**src/rtl/ascii_operand_loader.sv**
```systemverilog
// ASCII decimal operand loader: assembles an X/Y operand pair from a byte stream for the adder stage.
// Optional ASCII_LOADER_CR_EN: CR also terminates an operand, and an LF right after a CR is dropped.
module ascii_operand_loader #(
    parameter int OP_W       = 5,
    parameter int MAX_DIGITS = 2
) (
    input  logic            clk,
    input  logic            rst_n,
    input  logic            char_valid,
    input  logic [7:0]      char_data,
    output logic            char_ready,
    output logic [OP_W-1:0] op_x,
    output logic [OP_W-1:0] op_y,
    output logic            op_valid,
    input  logic            op_ready,
    output logic            err,
    output logic [1:0]      err_code
);

    localparam int ACC_W = $clog2(10 ** MAX_DIGITS);
    localparam int CNT_W = $clog2(MAX_DIGITS + 1);
    localparam logic [ACC_W-1:0] MAX_VAL = ACC_W'((1 << OP_W) - 1);
    localparam logic [CNT_W-1:0] MAX_CNT = CNT_W'(MAX_DIGITS);
    localparam logic [7:0] LF = 8'h0A;

    typedef enum logic [1:0] {GET_X, GET_Y, HOLD, SKIP} state_t;
    typedef enum logic [1:0] {
        ERR_NONE   = 2'b00,
        ERR_CHAR   = 2'b01,
        ERR_DIGITS = 2'b10,
        ERR_VALUE  = 2'b11
    } err_t;

    state_t           state, state_next;
    err_t             err_kind;
    logic [ACC_W-1:0] acc, acc_mac;
    logic [CNT_W-1:0] count;
    logic             accept, is_digit, is_term, drop_lf, digit_hit, term_ok;

    assign accept   = char_valid && char_ready;
    assign is_digit = (char_data >= 8'h30) && (char_data <= 8'h39);
    // acc*10 + digit; only reached while count < MAX_DIGITS, so it never overflows ACC_W
    assign acc_mac  = (acc << 3) + (acc << 1) + ACC_W'(char_data[3:0]);

`ifdef ASCII_LOADER_CR_EN
    localparam logic [7:0] CR = 8'h0D;
    logic cr_seen;

    assign is_term = (char_data == LF) || (char_data == CR);
    assign drop_lf = cr_seen && (char_data == LF);

    // Remembers whether the previously accepted byte was a CR, across HOLD if needed
    always_ff @(posedge clk) begin
        if (!rst_n)      cr_seen <= 1'b0;
        else if (accept) cr_seen <= (char_data == CR);
    end
`else
    assign is_term = (char_data == LF);
    assign drop_lf = 1'b0;
`endif

    always_ff @(posedge clk) begin
        if (!rst_n) state <= GET_X;
        else        state <= state_next;
    end

    always_comb begin
        // NOTE: every output of this block gets a default first so no latch is inferred.
        state_next = state;
        err_kind   = ERR_NONE;
        digit_hit  = 1'b0;
        term_ok    = 1'b0;
        unique case (state)
            GET_X, GET_Y: begin
                if (accept && !drop_lf) begin
                    if (is_digit) begin
                        if (count == MAX_CNT) begin
                            err_kind   = ERR_DIGITS;
                            state_next = SKIP;
                        end else begin
                            digit_hit = 1'b1;
                        end
                    end else if (is_term) begin
                        if (count == '0 || acc > MAX_VAL) begin
                            err_kind   = ERR_VALUE;
                            state_next = GET_X;
                        end else begin
                            term_ok    = 1'b1;
                            state_next = (state == GET_X) ? GET_Y : HOLD;
                        end
                    end else begin
                        err_kind   = ERR_CHAR;
                        state_next = SKIP;
                    end
                end
            end
            HOLD:    if (op_ready) state_next = GET_X;
            SKIP:    if (accept && is_term) state_next = GET_X;
            default: state_next = GET_X;
        endcase
    end

    always_comb begin
        char_ready = (state != HOLD);
        op_valid   = (state == HOLD);
    end

    always_ff @(posedge clk) begin
        if (!rst_n) begin
            acc      <= '0;
            count    <= '0;
            op_x     <= '0;
            op_y     <= '0;
            err      <= 1'b0;
            err_code <= ERR_NONE;
        end else begin
            err <= (err_kind != ERR_NONE);
            if (err_kind != ERR_NONE) err_code <= err_kind;

            // Any accepted non-accumulating byte ends or aborts the operand
            if (digit_hit) begin
                acc   <= acc_mac;
                count <= count + CNT_W'(1);
            end else if (accept) begin
                acc   <= '0;
                count <= '0;
            end

            if (term_ok && state == GET_X) op_x <= acc[OP_W-1:0];
            if (term_ok && state == GET_Y) op_y <= acc[OP_W-1:0];
        end
    end

endmodule

```
**config.mk**
```make
export PLATFORM = sky130hd
export DESIGN_NAME = ascii_operand_loader
export DESIGN_NICKNAME = d
export VERILOG_FILES = /design/src/rtl/ascii_operand_loader.sv
export SDC_FILE = /design/constraint.sdc
export NUM_CORES = 1
export LEC_CHECK = 0
export BUFFER_PORTS_ARGS = -buffer_cell sky130_fd_sc_hd__buf_2
export CAP_MARGIN = 20
export CORE_MARGIN = 3
export CORE_UTILIZATION = 40
export CTS_CLUSTER_DIAMETER = 30
export CTS_CLUSTER_SIZE = 8
export DETAILED_ROUTE_END_ITERATION = 12
export HOLD_SLACK_MARGIN = 0.15
export PLACE_DENSITY = 0.65
export SYNTH_ARGS = -nofsm -noshare
export SYNTH_HDL_FRONTEND = slang
export SYNTH_SLANG_ARGS = --single-unit
export TNS_END_PERCENT = 20
```
**constraint.sdc**
```tcl
create_clock -name clk -period 3.14 [get_ports clk]
set_clock_uncertainty 0.05 [all_clocks]
set_input_delay 0.628 -clock clk [delete_from_list [all_inputs] [get_ports clk]]
set_output_delay 0.628 -clock clk [all_outputs]
set_load 0.02 [all_outputs]
```
# Yosys cells after proc, flatten, opt, wreduce, memory -nomap -nowiden

Index checks and enable logic that the tools add are counted.

Flip-flop bits (word level): 24
Input bits: 12
Output and inout bits: 15
Logic and storage cells: 63

Add/subtract/negate cells: 3
Magnitude comparators: 3
Equality and inequality tests: 10
Multiplexer cells: 28
Reduce and logical (&&, ||, !) cells: 12

Operator list:

| operator                                                                | count |
|---|---|
| 2-bit 2-to-1 mux                                                        | 16 |
| 7-bit 2-to-1 mux                                                        | 2 |
| 1-bit 2-to-1 mux                                                        | 9 |
| 8-bit by 4-bit equality test with 1-bit output, second input constant   | 1 |
| 8-bit by 6-bit >= comparator with 1-bit output, second input constant   | 1 |
| 8-bit by 6-bit <= comparator with 1-bit output, second input constant   | 1 |
| 7-bit by 4-bit adder with 7-bit output                                  | 1 |
| 7-bit adder                                                             | 1 |
| 7-bit by 5-bit > comparator with 1-bit output, second input constant    | 1 |
| 2-bit equality test, second input constant                              | 3 |
| 2-bit inequality test, second input constant                            | 3 |
| 2-bit case mux with 3 select lines                                      | 1 |
| 1-bit logical AND                                                       | 5 |
| 2-bit zero test                                                         | 2 |
| 4-bit AND reduction                                                     | 1 |
| 2-bit nonzero test                                                      | 2 |
| 3-bit inequality test, second input constant                            | 1 |
| 2-bit by 1-bit adder with 2-bit output, second input constant           | 1 |
| 2-bit by 1-bit equality test with 1-bit output, second input constant   | 1 |
| 2-bit by 1-bit inequality test with 1-bit output, second input constant | 1 |
| 2-bit OR reduction                                                      | 1 |
| 1-bit logical OR                                                        | 1 |

# Longest topological paths before layout

Gate-level depths: netlist of run 1.

Depth in word-level cells: 8
Mapped depth: 8
Gate-level depth less buffers: 8

# Least setup slack after synthesis of run 1

OpenSTA, ideal clock, no wires.

Path type: input to register
Start point: input char_data[3]
End point: register acc[6]
Setup time: 0.118 ns
Arrival: 2.222 ns
Data required time: 2.972 ns
Path slack: 0.750 ns
Stages on the path: 8
Path buffers: 0
Cells stage by stage: inv_1 > fa_1 > inv_1 > fa_1 > a21o_1 > a21oi_1 > xnor2_1 > o21ai_1

Longest elaborated chain between the ends: 6

Ends and longest elaborated chain:

| element                                                                                                                 | line | text |
|---|---|---|
| from (decl)                                                                                                             | 10   | `input logic [7:0] char_data,` |
| 8-bit by 6-bit >= comparator with 1-bit output / 8-bit by 6-bit <= comparator with 1-bit output (equally long branches) | 41   | `assign is_digit = (char_data >= 8'h30) && (char_data <= 8'h39);` |
| 1-bit logical AND                                                                                                       | 41   |  |
| 1-bit 2-to-1 mux                                                                                                        | 76   | `if (is_digit) begin` |
| 1-bit 2-to-1 mux                                                                                                        | 75   | `if (accept && !drop_lf) begin` |
| 1-bit 2-to-1 mux                                                                                                        | 73   | `unique case (state)` |
| 7-bit 2-to-1 mux / 2-bit nonzero test (equally long branches)                                                           | -    |  |
| to (signal assigned)                                                                                                    | 122  | `acc <= acc_mac;` |
| to (decl)                                                                                                               | 36   | `logic [ACC_W-1:0] acc, acc_mac;` |

Parallel ways exist; a longest one is shown, timed or not.
A chain may end at the register's enable or synchronous reset.

# Final worst setup path of run 1

Start point: register acc[0]
End point: register acc[6]

Longest elaborated chain between the ends: 3

Ends and longest elaborated chain:

| element                                | line | text |
|---|---|---|
| 7-bit adder                            | 43   | `assign acc_mac = (acc << 3) + (acc << 1) + ACC_W'(char_data[3:0]);` |
| 7-bit by 4-bit adder with 7-bit output | 43   |  |
| 7-bit 2-to-1 mux                       | 121  | `if (digit_hit) begin` |

No other way between the ends.

==> results.ini, run 1 <==
[pwr]
power_uw=609.6
intPower_uw=462.6
p_sw_share_pct=24.11
p_per_area_nw_per_um2=391.0
clockPowerShare_pct=38.3
irDropWorstVdd_mv=0.1484
comb_power_share_pct=10.1
seqPwrFrac_pct=51.6
p_leak_uw=0.0007207
p_sw_uw=147.0

[floorplanning]
die_w_microns=63.96
core_area_sq_um=3128
die_area_sq_um=4091
fp-row-count=20
die_h_microns=63.96
start_util_pct=42.96
io_pins=27

[yosys]
synth_mux_area_share_pct=7.449
ys.flop_type=dfxtp_1
synth.avg_cell_area_sq_um=9.668
synth_fa_ha_area_share_pct=12.29
ys_ff_latch=24
synth_top_area_share_pct=35.75
ys_async_sr_fraction_pct=0
synth_commonest_cells=dfxtp_1, nand2_1, inv_1
yosysTopAreaCell=dfxtp_1
synth.most_common_cell=dfxtp_1
syn_inst=139
synth_nets=163
synth_top_family_by_area=simple AND/OR/NAND/NOR gates
seq_area_frac_synth_pct=35.75
yosys_warnings=0
synth_cell_types=34
synth_compound_area_share_pct=14.62
ys_top_cells_by_area=dfxtp_1, ha_1, mux2i_1
synth_xor_area_share_pct=3.259
synth_edf_count=0
synth_area_sq_um=1344
synth_simple_gate_area_share_pct=21.88

[outcome]
status=finished, final reports clean

[final_layout]
nNetsFinal=190
fill_cells=299
regArea_sq_um=480.5
multi_input_area_sq_um=799.5
syn2layout_area_growth_pct=16.02
final_area_sq_um=1559
antennaDiodeCount=0
drive_gt1_share_pct=22.42

[route]
wl_per_cell_microns=13.38
first_pass_iters=4
drt_iter0_drc=47
routed_wl_microns=2796
drc=0
ant_nets=0
viasPerCell=5.144
vias=1075

[cts]
cts.sinks=24
cts.clk_slew.worst_paths_ns=0.15
root_buffer=clkbuf_4
cts_max_level=1
cts_tree=done
postCtsResizedCells=0
clk_latency_ns=0.34
cts_max_path_buffers=2
cts_setup_buffers=0
holdBufCountCts=0
numCtsBuffers=3

[place]
place_area_sq_um=1506
place.gp.congestion=0.8822
port_buffers=26
dp_slack_ns=0.5204
place_hpwl_microns=2125

[timing]
finalSetupViolCount=0
fin_crit_ns=2.278
rsz0062_at_grt=false
relSlewSlack_pct=44.29
setup_tns_ns=0
finalHoldViolCount=0
worstMarginPinSlew_ns=0.8287
finalMaxSlewViolations=0
fin_crit_sh_pct=72.55
fmax_ghz=0.4390
fin_ws_ns=0.8619

[min_path]
hold_path.class=flop to flop

[worst_setup_path]
critPathLaunchType=flop
crit_type=flop to flop
end_kind=flop
crit_required_ns=3.34
crit_arrival_ns=2.48
cp_max_fo=4

[run]
cap_violations=0

[global_route]
grt_antenna_before_repair=0
grt_max_degree=31
globalRoute.totalOverflow=0
grt_use_total_pct=14.94
grt_pass1_vias=1044
grt_pass1_wl_microns=4767

==> routing by layer <==
metal	global-route usage, %	wire length [microns]	part of all wire (%)
met1	18.29	1225	44
met2	25.94	1394	50
met3	2.285	106	3.8
met4	5.930	69	2.5
met5	0	0	0
==> state kept, by name, indices dropped and copies added (netlist names) <==
register,cells
err,1
state,2
op_x,5
count,2
acc,7
op_y,5
err_code,2
==> cell families (layout without fill, tap and decap cells) <==
group           Yosys count  in the layout
compound gates           29             29
xor+xnor                  5              5
fa+ha+maj                12             12
buf+inv                  15             41
flops                    24             24
mux                      10             10
simple gates             44             44
==> through the flow <==
step | util (%) | hold WS, ns | std cells
finish | 49.84 | 0.4164 | 209
global route | 49.84 | 0.4328 | 209
CTS | 49.84 | 0.4171 | 209
detailed placement | 48.16 | 0.3962 | 205
global placement | 48.16 | 0.3896 | 205
floorplan | - | 0.3967 | 139
==> path summary, 6_finish.rpt <==
path,start,end,slack (ns),depth (start not counted)
hold / removal,op_y[3],op_y[3],0.42,2
hold reg to reg,op_y[3],op_y[3],0.42,2
setup reg to reg,acc[0],acc[6],0.86,8
setup / recovery,acc[0],acc[6],0.86,8
==> cell usage in the layout, fill, tap and decap left out, drive strengths merged, types with 6 or more instances in the layout <==
cell   instances
nand2         19
inv           11
nor2b          7
mux2i         10
buf           26
a22oi          6
ha            10
dfxtp         24
o21a           6
==> area by class of cell <==
cell class	instances	area share (%)
Sequential cell	24	30.82
Clock buffer	3	1.445
Timing Repair Buffer	26	8.347
Inverter	11	2.648
Clock inverter	1	1.926
Tap cell	44	3.531
Multi-Input combinational cell	100	51.28
==> worst max-delay path: stages, from the launching register on <==
cell and delay [ns]:
dfxtp_1 0.41, inv_1 0.09, fa_1 0.50, inv_1 0.07, fa_1 0.46, a21o_1 0.20, a21oi_1 0.18, xnor2_1 0.15
o21ai_1 0.09
==> power by group through the flow <==
stage	Combinational (uW)	Clock [uW]	Sequential, uW
3_5_place_dp	61.1	0	321
3_3_place_gp	60.3	0	321
5_1_grt	67.2	249	315
6_report	61.5	234	314
4_1_cts	61.5	238	314
2_1_floorplan	35.7	0	323
Power figures use the tool's default switching activity.
==> inputs of run 2 (changes only) <==
- PLACE_DENSITY: 0.65 -> 0.68
- clock period: 3.14 -> 1.85 ns (I/O delays scaled with it)
==> results.ini, run 2 (same netlist as run 1, synthesis figures left out) <==
[timing]
fmax_ghz=0.5077  ; +16%
fin_ws_ns=-0.1197  ; -0.9816 ns
finalSetupViolCount=3  ; +3
relSlewSlack_pct=65.86  ; +22 points
worstMarginPinSlew_ns=0.5121  ; -0.3166 ns
finalHoldViolCount=0  ; unchanged
fin_crit_ns=1.970  ; -0.3084 ns
fin_crit_sh_pct=106.5  ; +34 points
finalMaxSlewViolations=0  ; unchanged
rsz0062_at_grt=true
setup_tns_ns=-0.2595  ; -0.2595 ns

[worst_setup_path]
end_kind=flop
reg2reg_slack_ns=-0.12  ; -0.98 ns
worstReg2RegEnd=acc[6]
crit_required_ns=2.02  ; -1.32 ns
startpoint=acc[0]
reg2reg_from=acc[0]
crit_type=flop to flop
critPathLaunchType=flop
cp_max_fo=2  ; -2
endpoint=acc[6]
worst_r2r_path_depth=8  ; unchanged
crit_arrival_ns=2.14  ; -0.34 ns

[place]
place_hpwl_microns=2334  ; +9.9%
port_buffers=26  ; unchanged
dp_cells=232  ; +13%
place.gp.congestion=0.8265  ; -6.3%

[final_layout]
final_cell_mix=buf_2, buf_4, dfxtp_1
largest_registers=acc x7, op_x x5, op_y x5
antennaDiodeCount=0  ; unchanged
syn2layout_area_growth_pct=35.75
drive_gt1_share_pct=41.15  ; +19 points
fill_cells=279  ; -6.7%
fin_cells=236  ; +13%
regMostFlops=acc
nNetsFinal=217  ; +14%
largest_reg_flops=7  ; unchanged
final_common_cell=buf_2

[floorplanning]
die_h_microns=63.96  ; unchanged
core_area_sq_um=3128  ; unchanged
io_pins=27  ; unchanged
die_w_microns=63.96  ; unchanged
die_area_sq_um=4091  ; unchanged
fp-row-count=20  ; unchanged
start_util_pct=42.96  ; unchanged

[global_route]
grt_use_total_pct=15.95  ; +1.0 points
grt_pass1_wl_microns=5154  ; +8.1%
grt_antenna_before_repair=0  ; unchanged
grt_max_degree=31  ; unchanged
globalRoute.totalOverflow=0  ; unchanged
grt_pass1_vias=1142  ; +9.4%

[min_path]
hold_path.class=primary input to flop

[route]
viasPerCell=5.085  ; -1.1%
routed_wl_microns=3210  ; +15%
vias=1200  ; +12%
wl_per_cell_microns=13.60  ; +1.7%
drt_iter0_drc=80  ; +70%
ant_nets=0  ; unchanged
first_pass_iters=4  ; unchanged
drc=0  ; unchanged

[outcome]
status=finished with violations
violations=negative setup slack

[pwr]
p_leak_uw=0.0008598  ; +19%
comb_power_share_pct=13.0  ; +2.9 points
intPower_uw=804.5  ; +74%
clockPowerShare_pct=36.3  ; -2.0 points
p_per_area_nw_per_um2=571.8  ; +46%
irDropWorstVdd_mv=0.3185  ; +110%
p_sw_uw=238.6  ; +62%
p_sw_share_pct=22.87  ; -1.2 points
seqPwrFrac_pct=50.8  ; -0.8 points

[run]
cap_violations=0  ; unchanged

[cts]
cts.sinks=24  ; unchanged
cts_max_level=1  ; unchanged
cts_tree=done
clk_latency_ns=0.31  ; -0.03 ns
cts_max_path_buffers=2  ; unchanged
root_buffer=clkbuf_4
cts_setup_buffers=0  ; unchanged
numCtsBuffers=3  ; unchanged
cts.clk_slew.worst_paths_ns=0.13  ; -0.02 ns
holdBufCountCts=0  ; unchanged

## run 2: changes by cell type in the layout (fill, tap and decap cells not counted), sizes merged
cell,change
buf,+27
## run 2: critical path, stage by stage, from the launching register on
cell and delay, ns:
dfxtp_2 0.36, inv_2 0.04, fa_1 0.53, inv_2 0.06
fa_2 0.34, a21o_1 0.18, a21oi_2 0.13, xnor2_1 0.13
o21ai_1 0.07
## run 2: layer usage
metal  global-route usage, %  routed length (microns)
met1                   19.98                     1420
met2                   27.23                     1642
met3                   1.933                      101
met4                   7.008                       46
met5                       0                        0
## run 2: worst min-delay path by stage
stage	from	end	slack [ns]	cells past startpoint
floorplan	acc[6]	acc[6]	0.40	2
global placement	op_x[1]	op_x[1]	0.39	2
detailed placement	op_x[0]	op_x[0]	0.39	2
CTS	char_valid	count[0]	0.36	3
global route	char_valid	state[0]	0.39	3
finish	char_valid	count[0]	0.36	3
## run 2: cell type report
| cell class | instances | area [sq um] | area share [%] |
|---|---|---|---|
| clock inverter | 1 | 30.03 | 1.646 |
| sequential | 24 | 485.5 | 26.61 |
| multi-input combinational | 100 | 849.6 | 46.57 |
| clock buffer | 3 | 22.52 | 1.235 |
| inverter | 11 | 41.29 | 2.263 |
| tap | 44 | 55.05 | 3.018 |
| timing repair buffer | 53 | 340.3 | 18.66 |
## run 2: stage by stage
stage | setup slack (ns) | hold slack [ns] | total power [uW] | util (%) | area (sq um)
3_5_place_dp | -0.2304 | 0.3944 | 672.8 | 54.92 | 1718
3_3_place_gp | -0.1999 | 0.3893 | 669.1 | 54.92 | 1718
5_1_grt | -0.1625 | 0.3861 | 1091 | 58.32 | 1824
6_report | -0.1197 | 0.3615 | 1043 | 58.32 | 1824
4_1_cts | -0.1296 | 0.3622 | 1050 | 57.04 | 1784
2_1_floorplan | -0.06545 | 0.3960 | 608.8 | - | 1353
## run 2: timing repair
action                                  CTS  global route
endpoints found under the setup margin   10            14
resized for setup                         4             9
endpoints found under the hold margin     0             0
pin swaps                                 3             5
## run 2: power by group through the flow
stage                     Sequential (uW)  Clock [uW]  Combinational [uW]
after global placement                541           0                 128
after floorplan                       548           0                60.9
after global routing                  531         411                 149
after detailed placement              541           0                 132
after CTS                             530         387                 133
final                                 530         378                 135
